==> config.mk <==
export PLATFORM = sky130hd
export DESIGN_NAME = ifetch_stage
export DESIGN_NICKNAME = d
export VERILOG_FILES = /design/src/rtl/ifetch_pkg.sv /design/src/rtl/fetch_buf.sv /design/src/rtl/ifetch_stage.sv
export SDC_FILE = /design/constraint.sdc
export NUM_CORES = 1
export LEC_CHECK = 0
export CAP_MARGIN = 10
export CORE_AREA = 2 2 130 183
export CTS_BUF_LIST = sky130_fd_sc_hd__clkbuf_16
export CTS_CLUSTER_DIAMETER = 150
export DETAILED_ROUTE_END_ITERATION = 7
export DIE_AREA = 0 0 132 185
export HOLD_SLACK_MARGIN = 0.08
export PLACE_DENSITY_LB_ADDON = 0.12
export SKIP_LAST_GASP = 1
export SLEW_MARGIN = 25
export SYNTH_ARGS = -nofsm -noshare
export SYNTH_HDL_FRONTEND = slang
export SYNTH_SLANG_ARGS = --single-unit
==> constraint.sdc <==
create_clock -name clk -period 6.5 [get_ports clk]
set_input_delay 1.3 -clock clk [delete_from_list [all_inputs] [get_ports clk]]
set_output_delay 1.3 -clock clk [all_outputs]
set_load 0.005 [all_outputs]
==> src/rtl/ifetch_pkg.sv <==
// Shared types and constants for the RV32I instruction fetch stage.
package ifetch_pkg;

    localparam int XLEN = 32;
    localparam int ILEN = 32;

    localparam logic [XLEN-1:0] PC_STEP = 32'd4;

    typedef struct packed {
        logic [XLEN-1:0] pc;
        logic [ILEN-1:0] instr;
    } fetch_entry_t;

    typedef enum logic [0:0] {
        RUN   = 1'b0,
        FAULT = 1'b1
    } fetch_state_t;

    function automatic logic is_word_aligned(input logic [XLEN-1:0] addr);
        return addr[1:0] == 2'b00;
    endfunction

endpackage

==> src/rtl/fetch_buf.sv <==
// Synchronous FIFO of {pc, instr} pairs between fetch and decode.
// Flush beats push/pop; push together with pop is accepted when full.
module fetch_buf
    import ifetch_pkg::*;
#(
    parameter int BUF_DEPTH = 2
) (
    input  logic                       clk,
    input  logic                       rst,
    input  logic                       push,
    input  logic                       pop,
    input  logic                       flush,
    input  fetch_entry_t               din,
    output fetch_entry_t               dout,
    output logic [$clog2(BUF_DEPTH):0] count,
    output logic                       full,
    output logic                       empty
);

    localparam int PW = $clog2(BUF_DEPTH);
    localparam int CW = PW + 1;

    fetch_entry_t  mem [BUF_DEPTH];
    logic [PW-1:0] rd_ptr;
    logic [PW-1:0] wr_ptr;
    logic          do_push;
    logic          do_pop;

    assign full    = (count == CW'(BUF_DEPTH));
    assign empty   = (count == '0);
    assign do_pop  = pop && !empty;
    assign do_push = push && (!full || do_pop);
    assign dout    = mem[rd_ptr];

    // NOTE: all sequential state uses non-blocking assignments so every
    // register samples pre-edge values regardless of statement order.
    always_ff @(posedge clk) begin
        if (rst) begin
            rd_ptr <= '0;
            wr_ptr <= '0;
            count  <= '0;
            // NOTE: storage is reset on purpose so the head outputs read zero
            // after reset; drop this loop if the memory must map to RAM macros.
            for (int i = 0; i < BUF_DEPTH; i++) begin
                mem[i] <= '0;
            end
        end else if (flush) begin
            wr_ptr <= rd_ptr;
            count  <= '0;
        end else begin
            if (do_push) begin
                mem[wr_ptr] <= din;
                wr_ptr      <= wr_ptr + PW'(1);
            end
            if (do_pop) begin
                rd_ptr <= rd_ptr + PW'(1);
            end
            case ({do_push, do_pop})
                2'b10:   count <= count + CW'(1);
                2'b01:   count <= count - CW'(1);
                default: count <= count;
            endcase
        end
    end

endmodule

==> src/rtl/ifetch_stage.sv <==
// Fetch stage: PC register, imem address drive, redirect/fault control,
// and a small buffer presenting {pc, instr} to decode over valid/ready.
module ifetch_stage
    import ifetch_pkg::*;
#(
    parameter logic [XLEN-1:0] RESET_PC  = 32'h0000_0000,
    parameter int              BUF_DEPTH = 2
) (
    input  logic            clk,
    input  logic            rst,
    output logic [XLEN-1:0] imem_addr,
    input  logic [ILEN-1:0] imem_rdata,
    input  logic            redirect_valid,
    input  logic [XLEN-1:0] redirect_pc,
    output logic            out_valid,
    input  logic            out_ready,
    output logic [XLEN-1:0] out_pc,
    output logic [ILEN-1:0] out_instr,
    output logic            fault,
    output logic [XLEN-1:0] fault_pc
);

    localparam int CW = $clog2(BUF_DEPTH) + 1;

    fetch_state_t    state;
    logic [XLEN-1:0] pc;
    logic            running;
    logic            pop;
    logic            push;
    logic            flush;
    logic            buf_full;
    logic            buf_empty;
    logic [CW-1:0]   buf_count_unused;
    fetch_entry_t    buf_din;
    fetch_entry_t    buf_dout;

    assign running   = (state == RUN);
    assign imem_addr = pc;
    assign out_valid = running && !buf_empty;
    assign pop       = out_valid && out_ready;
    // Any redirect seen in RUN empties the buffer, aligned or not.
    assign flush     = running && redirect_valid;
    assign push      = running && !redirect_valid && (!buf_full || pop);
    assign buf_din   = '{pc: pc, instr: imem_rdata};
    assign out_pc    = buf_dout.pc;
    assign out_instr = buf_dout.instr;

    fetch_buf #(
        .BUF_DEPTH (BUF_DEPTH)
    ) u_fetch_buf (
        .clk   (clk),
        .rst   (rst),
        .push  (push),
        .pop   (pop),
        .flush (flush),
        .din   (buf_din),
        .dout  (buf_dout),
        .count (buf_count_unused),
        .full  (buf_full),
        .empty (buf_empty)
    );

    always_ff @(posedge clk) begin
        if (rst) begin
            state    <= RUN;
            pc       <= RESET_PC;
            fault    <= 1'b0;
            fault_pc <= '0;
        end else if (running) begin
            if (redirect_valid) begin
                if (is_word_aligned(redirect_pc)) begin
                    pc <= redirect_pc;
                end else begin
                    // pc is left alone so imem_addr keeps the last fetch address.
                    state    <= FAULT;
                    fault    <= 1'b1;
                    fault_pc <= redirect_pc;
                end
            end else if (push) begin
                pc <= pc + PC_STEP;
            end
        end
    end

endmodule

# == Yosys cells after proc, flatten, opt, wreduce, memory -nomap -nowiden ==
# Memory sizes are Yosys's and may differ from the RTL's. A register that Yosys moved wholly into a read port is not among the register bits.
# Cells that the tools add are included.
# op_classes
mul,0
addsub,5
reduce_logical,22
order_cmp,0
n_eq_ne,4
muxes,20
shifts,0
bitwise_logic,3
div_mod_pow,0
# ops
op,n
2-to-1 mux 32 bit,3
2-to-1 mux 64 bit,1
OR reduction 64 bit,1
adder 32 x 3 -> 32 bit (second input constant),1
2-to-1 mux 1 bit,15
logical AND 1 bit,7
AND reduction 3 bit,2
nonzero test 2 bit,3
equality test 2 bit (second input constant),2
logical NOT 2 bit,2
case mux 2 bit (2 select lines),1
logical NOT 1 bit,3
NOT 1 bit,3
adder 1 bit (second input constant),2
adder 2 x 1 -> 2 bit (second input constant),1
equality test 2 x 1 -> 1 bit (second input constant),1
logical OR 1 bit,2
inequality test 2 x 1 -> 1 bit (second input constant),1
AND reduction 2 bit,1
OR reduction 2 bit,1
subtractor 2 x 1 -> 2 bit (second input constant),1
# totals
ram_bits,128
latch_bits,0
rom_bits,0
ff_bits,70
memories,1
word_cells,62
output_inout_bits,130
# memory_table
name,words,width,rd,rd_ports_with_merged_regs,wr,line_no,source
u_fetch_buf.mem,2,64,1,1,2,fetch_buf.sv:23,fetch_entry_t mem [BUF_DEPTH];

# == Longest topological paths before layout ==
# depth
ltp_word,13
depth_mapped,9

# == Hierarchy ==
# From an unflattened synthesis, not the netlist that was laid out.
# hier_totals
hier_cells,805
area_unflattened_um2,9150.0
# modules_own_cells
module,area_per_inst_um2,instances,cells_per_inst,seq_area_each_um2
fetch_buf,5844.4,1,375,3943.8
ifetch_stage,3305.7,1,430,1321.3

# == Worst setup path before layout ==
# OpenSTA, ideal clock, no wires.
# synth_path
kind,input to register
from,input port redirect_valid
to,"memory u_fetch_buf.mem[1][0] in the netlist's numbering, enable pin"
setup_slack_ns,2.712
t_arrival_ns,3.368
cell_stages,4
setup_time_ns,0.421
cell_sequence,buf_6 -> or2_2 -> nor2_1 -> a21o_1
# synth_lines
item,line_no,source
start: declaration,ifetch_stage.sv:13,"input logic redirect_valid,"
end: declaration,fetch_buf.sv:23,

==> impl_metrics.yaml <==
detailed_routing:
  ant_nets: 0
  post_drt_wl_per_cell_um: 17.7
  dr_total_vias: 6534
  drt_iter0_drc: 503
  viasPerCell: 5.08
  drc: 0
  drt_pass1_iterations: 5
  finalWirelength_mm: 22.7
power_and_ir_drop:
  switchingPower_uw: 673
  p_clk_frac: 0.364
  p_int_uw: 2230
  p_seq_frac: 0.510
  power_leakage_uw: 0.00423
  swShare: 0.232
  p_comb_frac: 0.126
  ir_drop_mv: 0.177
  power.density_nw_per_um2: 246
cells_and_area:
  diodes: 0
  nets: 1038
  nFillCells: 2077
  area_growth_pct: 30.6
  final_cell_mix: "clkdlybuf4s50_1, and2_1, edfxtp_1"
  final_cells: 1287
  fin_util: 0.516
  drive_above_1_share: 0.126
  layout_commonest_cell: "clkdlybuf4s50_1"
grt:
  grt_pass1_wl_mm: 35.5
  grt_usage: 0.187
  grt_overflow_total: 0
  grt_pass1_vias: 6386
  antenna_found_initial: 0
  grt_max_degree: 74
synthesis:
  synth-seq-cells: 199
  synth-edff-count: 128
  synthFlopType: "edfxtp_1"
  ys_seq_area_frac: 0.583
  synth.avg_cell_area_um2: 11.2
  synth_cell_types: 63
  syn_inst: 803
  synth_fp_nets: 873
  synth_warnings: 0
  synthesis.area_um2: 9030
  synthArstFlopShare: 0
setup_path:
  crit_arrival_ps: 4000
  crit_required_ps: 6550
  path_class: "input port to register"
  start_kind: "input port"
  worstSetupEndpointType: "register"
  path_max_fanout: 64
  r2r_start: "u_fetch_buf.count[0]$_SDFFE_PP0P_"
  startpoint: "out_ready"
  r2r_cells: 5
min_path:
  worstHoldStart: "fault_pc[10]$_SDFFE_PP0P_"
  holdCritPathClass: "register to register"
  whs_path_depth: 2
clock_tree:
  clock_path_buffers: 2
  cts_setup_buffers: 0
  worstSkewPairLatency_ps: 430
  cts-root-buf: "clkbuf_16"
  cts_resized: 0
  cts_tree: "built"
  htree_levels: 4
  numCtsBuffers: 17
  path_clk_slew_ps: 70
  clock_sinks: 199
  holdBufCountCts: 0
die:
  die_h_um: 185
  ios: 198
  die_w_um: 132
  die_area_um2: 24400
  initial_utilization: 0.395
  placeableCoreArea_um2: 22900
  fp-row-count: 66
timing:
  fin_ws_ps: 2550
  grt_setup_unrepaired: "no"
  period_minus_slack_ps: 3950
  max_freq_ghz: 0.253
  setup_violations: 0
  drv_slew: 0
  skew_ps: 8.47
  fin_crit_sh: 0.607
  hold_viol: 0
  finalSetupTns_ps: 0
  relSlewSlack: 0.370
  worstMarginPinSlew_ps: 945
placed_design:
  pre_cts_slack_ps: 2060
  dp.cells: 1255
  io_buffers: 197
  gp_congestion: 0.842
  dp_hpwl_mm: 14.8
status:
  outcome: "finished, final reports clean"
run:
  maxCapViolCount: 0
## routing by layer
| metal | vias to the layer above | routed length (µm) | GRT usage |
|---|---|---|---|
| met5 | - | 0 | 0 |
| met4 | 0 | 460 | 0.0674 |
| met3 | 26 | 1290 | 0.0441 |
| met2 | 205 | 11000 | 0.310 |
| met1 | 3116 | 9960 | 0.238 |
| li1 | 3187 | - | - |
## power groups by stage
stage	logic, µW	clock network [µW]	registers [µW]
2_1_floorplan	177	0	1480
3_3_place_gp	370	0	1510
3_5_place_dp	372	0	1510
4_1_cts	374	1080	1480
5_1_grt	400	1130	1490
6_report	367	1060	1480
## worst paths after layout
check / slack, ps / to
max: 2550 / u_fetch_buf.mem[0][1]$_SDFFCE_PN0P_
min: 460 / fault_pc[10]$_SDFFE_PP0P_
max reg2reg: 3470 / u_fetch_buf.mem[0][1]$_SDFFCE_PN0P_
min reg2reg: 460 / fault_pc[10]$_SDFFE_PP0P_
## state kept, by name (all words and copies together), names as in the netlist, named ones only
| signal | cells |
|---|---|
| fault | 1 |
| fault_pc | 32 |
| imem_addr | 32 |
| state | 1 |
| u_fetch_buf.count | 2 |
| u_fetch_buf.mem | 128 |
| u_fetch_buf.rd_ptr | 1 |
| u_fetch_buf.wr_ptr | 1 |
## critical path: stages
cell,delay (ps)
clkdlybuf4s50_1,480
nor3b_1,100
or3_1,570
nor2_4,140
buf_4,460
or2_4,850
## cells by family (layout without fill, tap and decap cells)
family | count (synthesis) | after routing | synth area share
AO/OA/AOI/OAI | 122 | 122 | 0.0857
XOR/XNOR | 5 | 5 | 0.00485
adder cells (fa/ha/maj) | 2 | 2 | 0.00277
buffers and inverters | 63 | 241 | 0.0292
flip-flops | 199 | 199 | 0.583
multiplexers | 69 | 69 | 0.0854
AND/OR/NAND/NOR | 343 | 343 | 0.209
## cells in the mapped netlist, types with 9 or more instances
master / number / area share
and2_1: 129 / 0.089
edfxtp_1: 128 / 0.43
nand2_1: 94 / 0.039
dfxtp_1: 71 / 0.16
mux2_2: 64 / 0.080
a21oi_1: 51 / 0.028
clkbuf_1: 44 / 0.018
nor2_1: 35 / 0.015
nand3_1: 19 / 0.011
o21ai_0: 16 / 0.0089
and3_1: 9 / 0.0062
buf_2: 9 / 0.0050
nor3_1: 9 / 0.0050
## per-stage QoR
step	cell area (µm²)	hold WS [ps]	total power (µW)
3_3_place_gp	11200	441	1880
6_report	11800	455	2910
5_1_grt	11800	473	3020
2_1_floorplan	9030	453	1660
3_5_place_dp	11200	449	1880
4_1_cts	11800	457	2940
## area by class of cell
class,instances,area (µm²),share of cell area
tap,306,383,0.0325
timing repair buffer,203,2010,0.170
inverter,6,22.5,0.00191
multi-input combinational,541,3520,0.299
clock buffer,19,475,0.0403
sequential,199,5270,0.447
clock inverter,13,111,0.00944
Power figures use the tool's default switching activity.
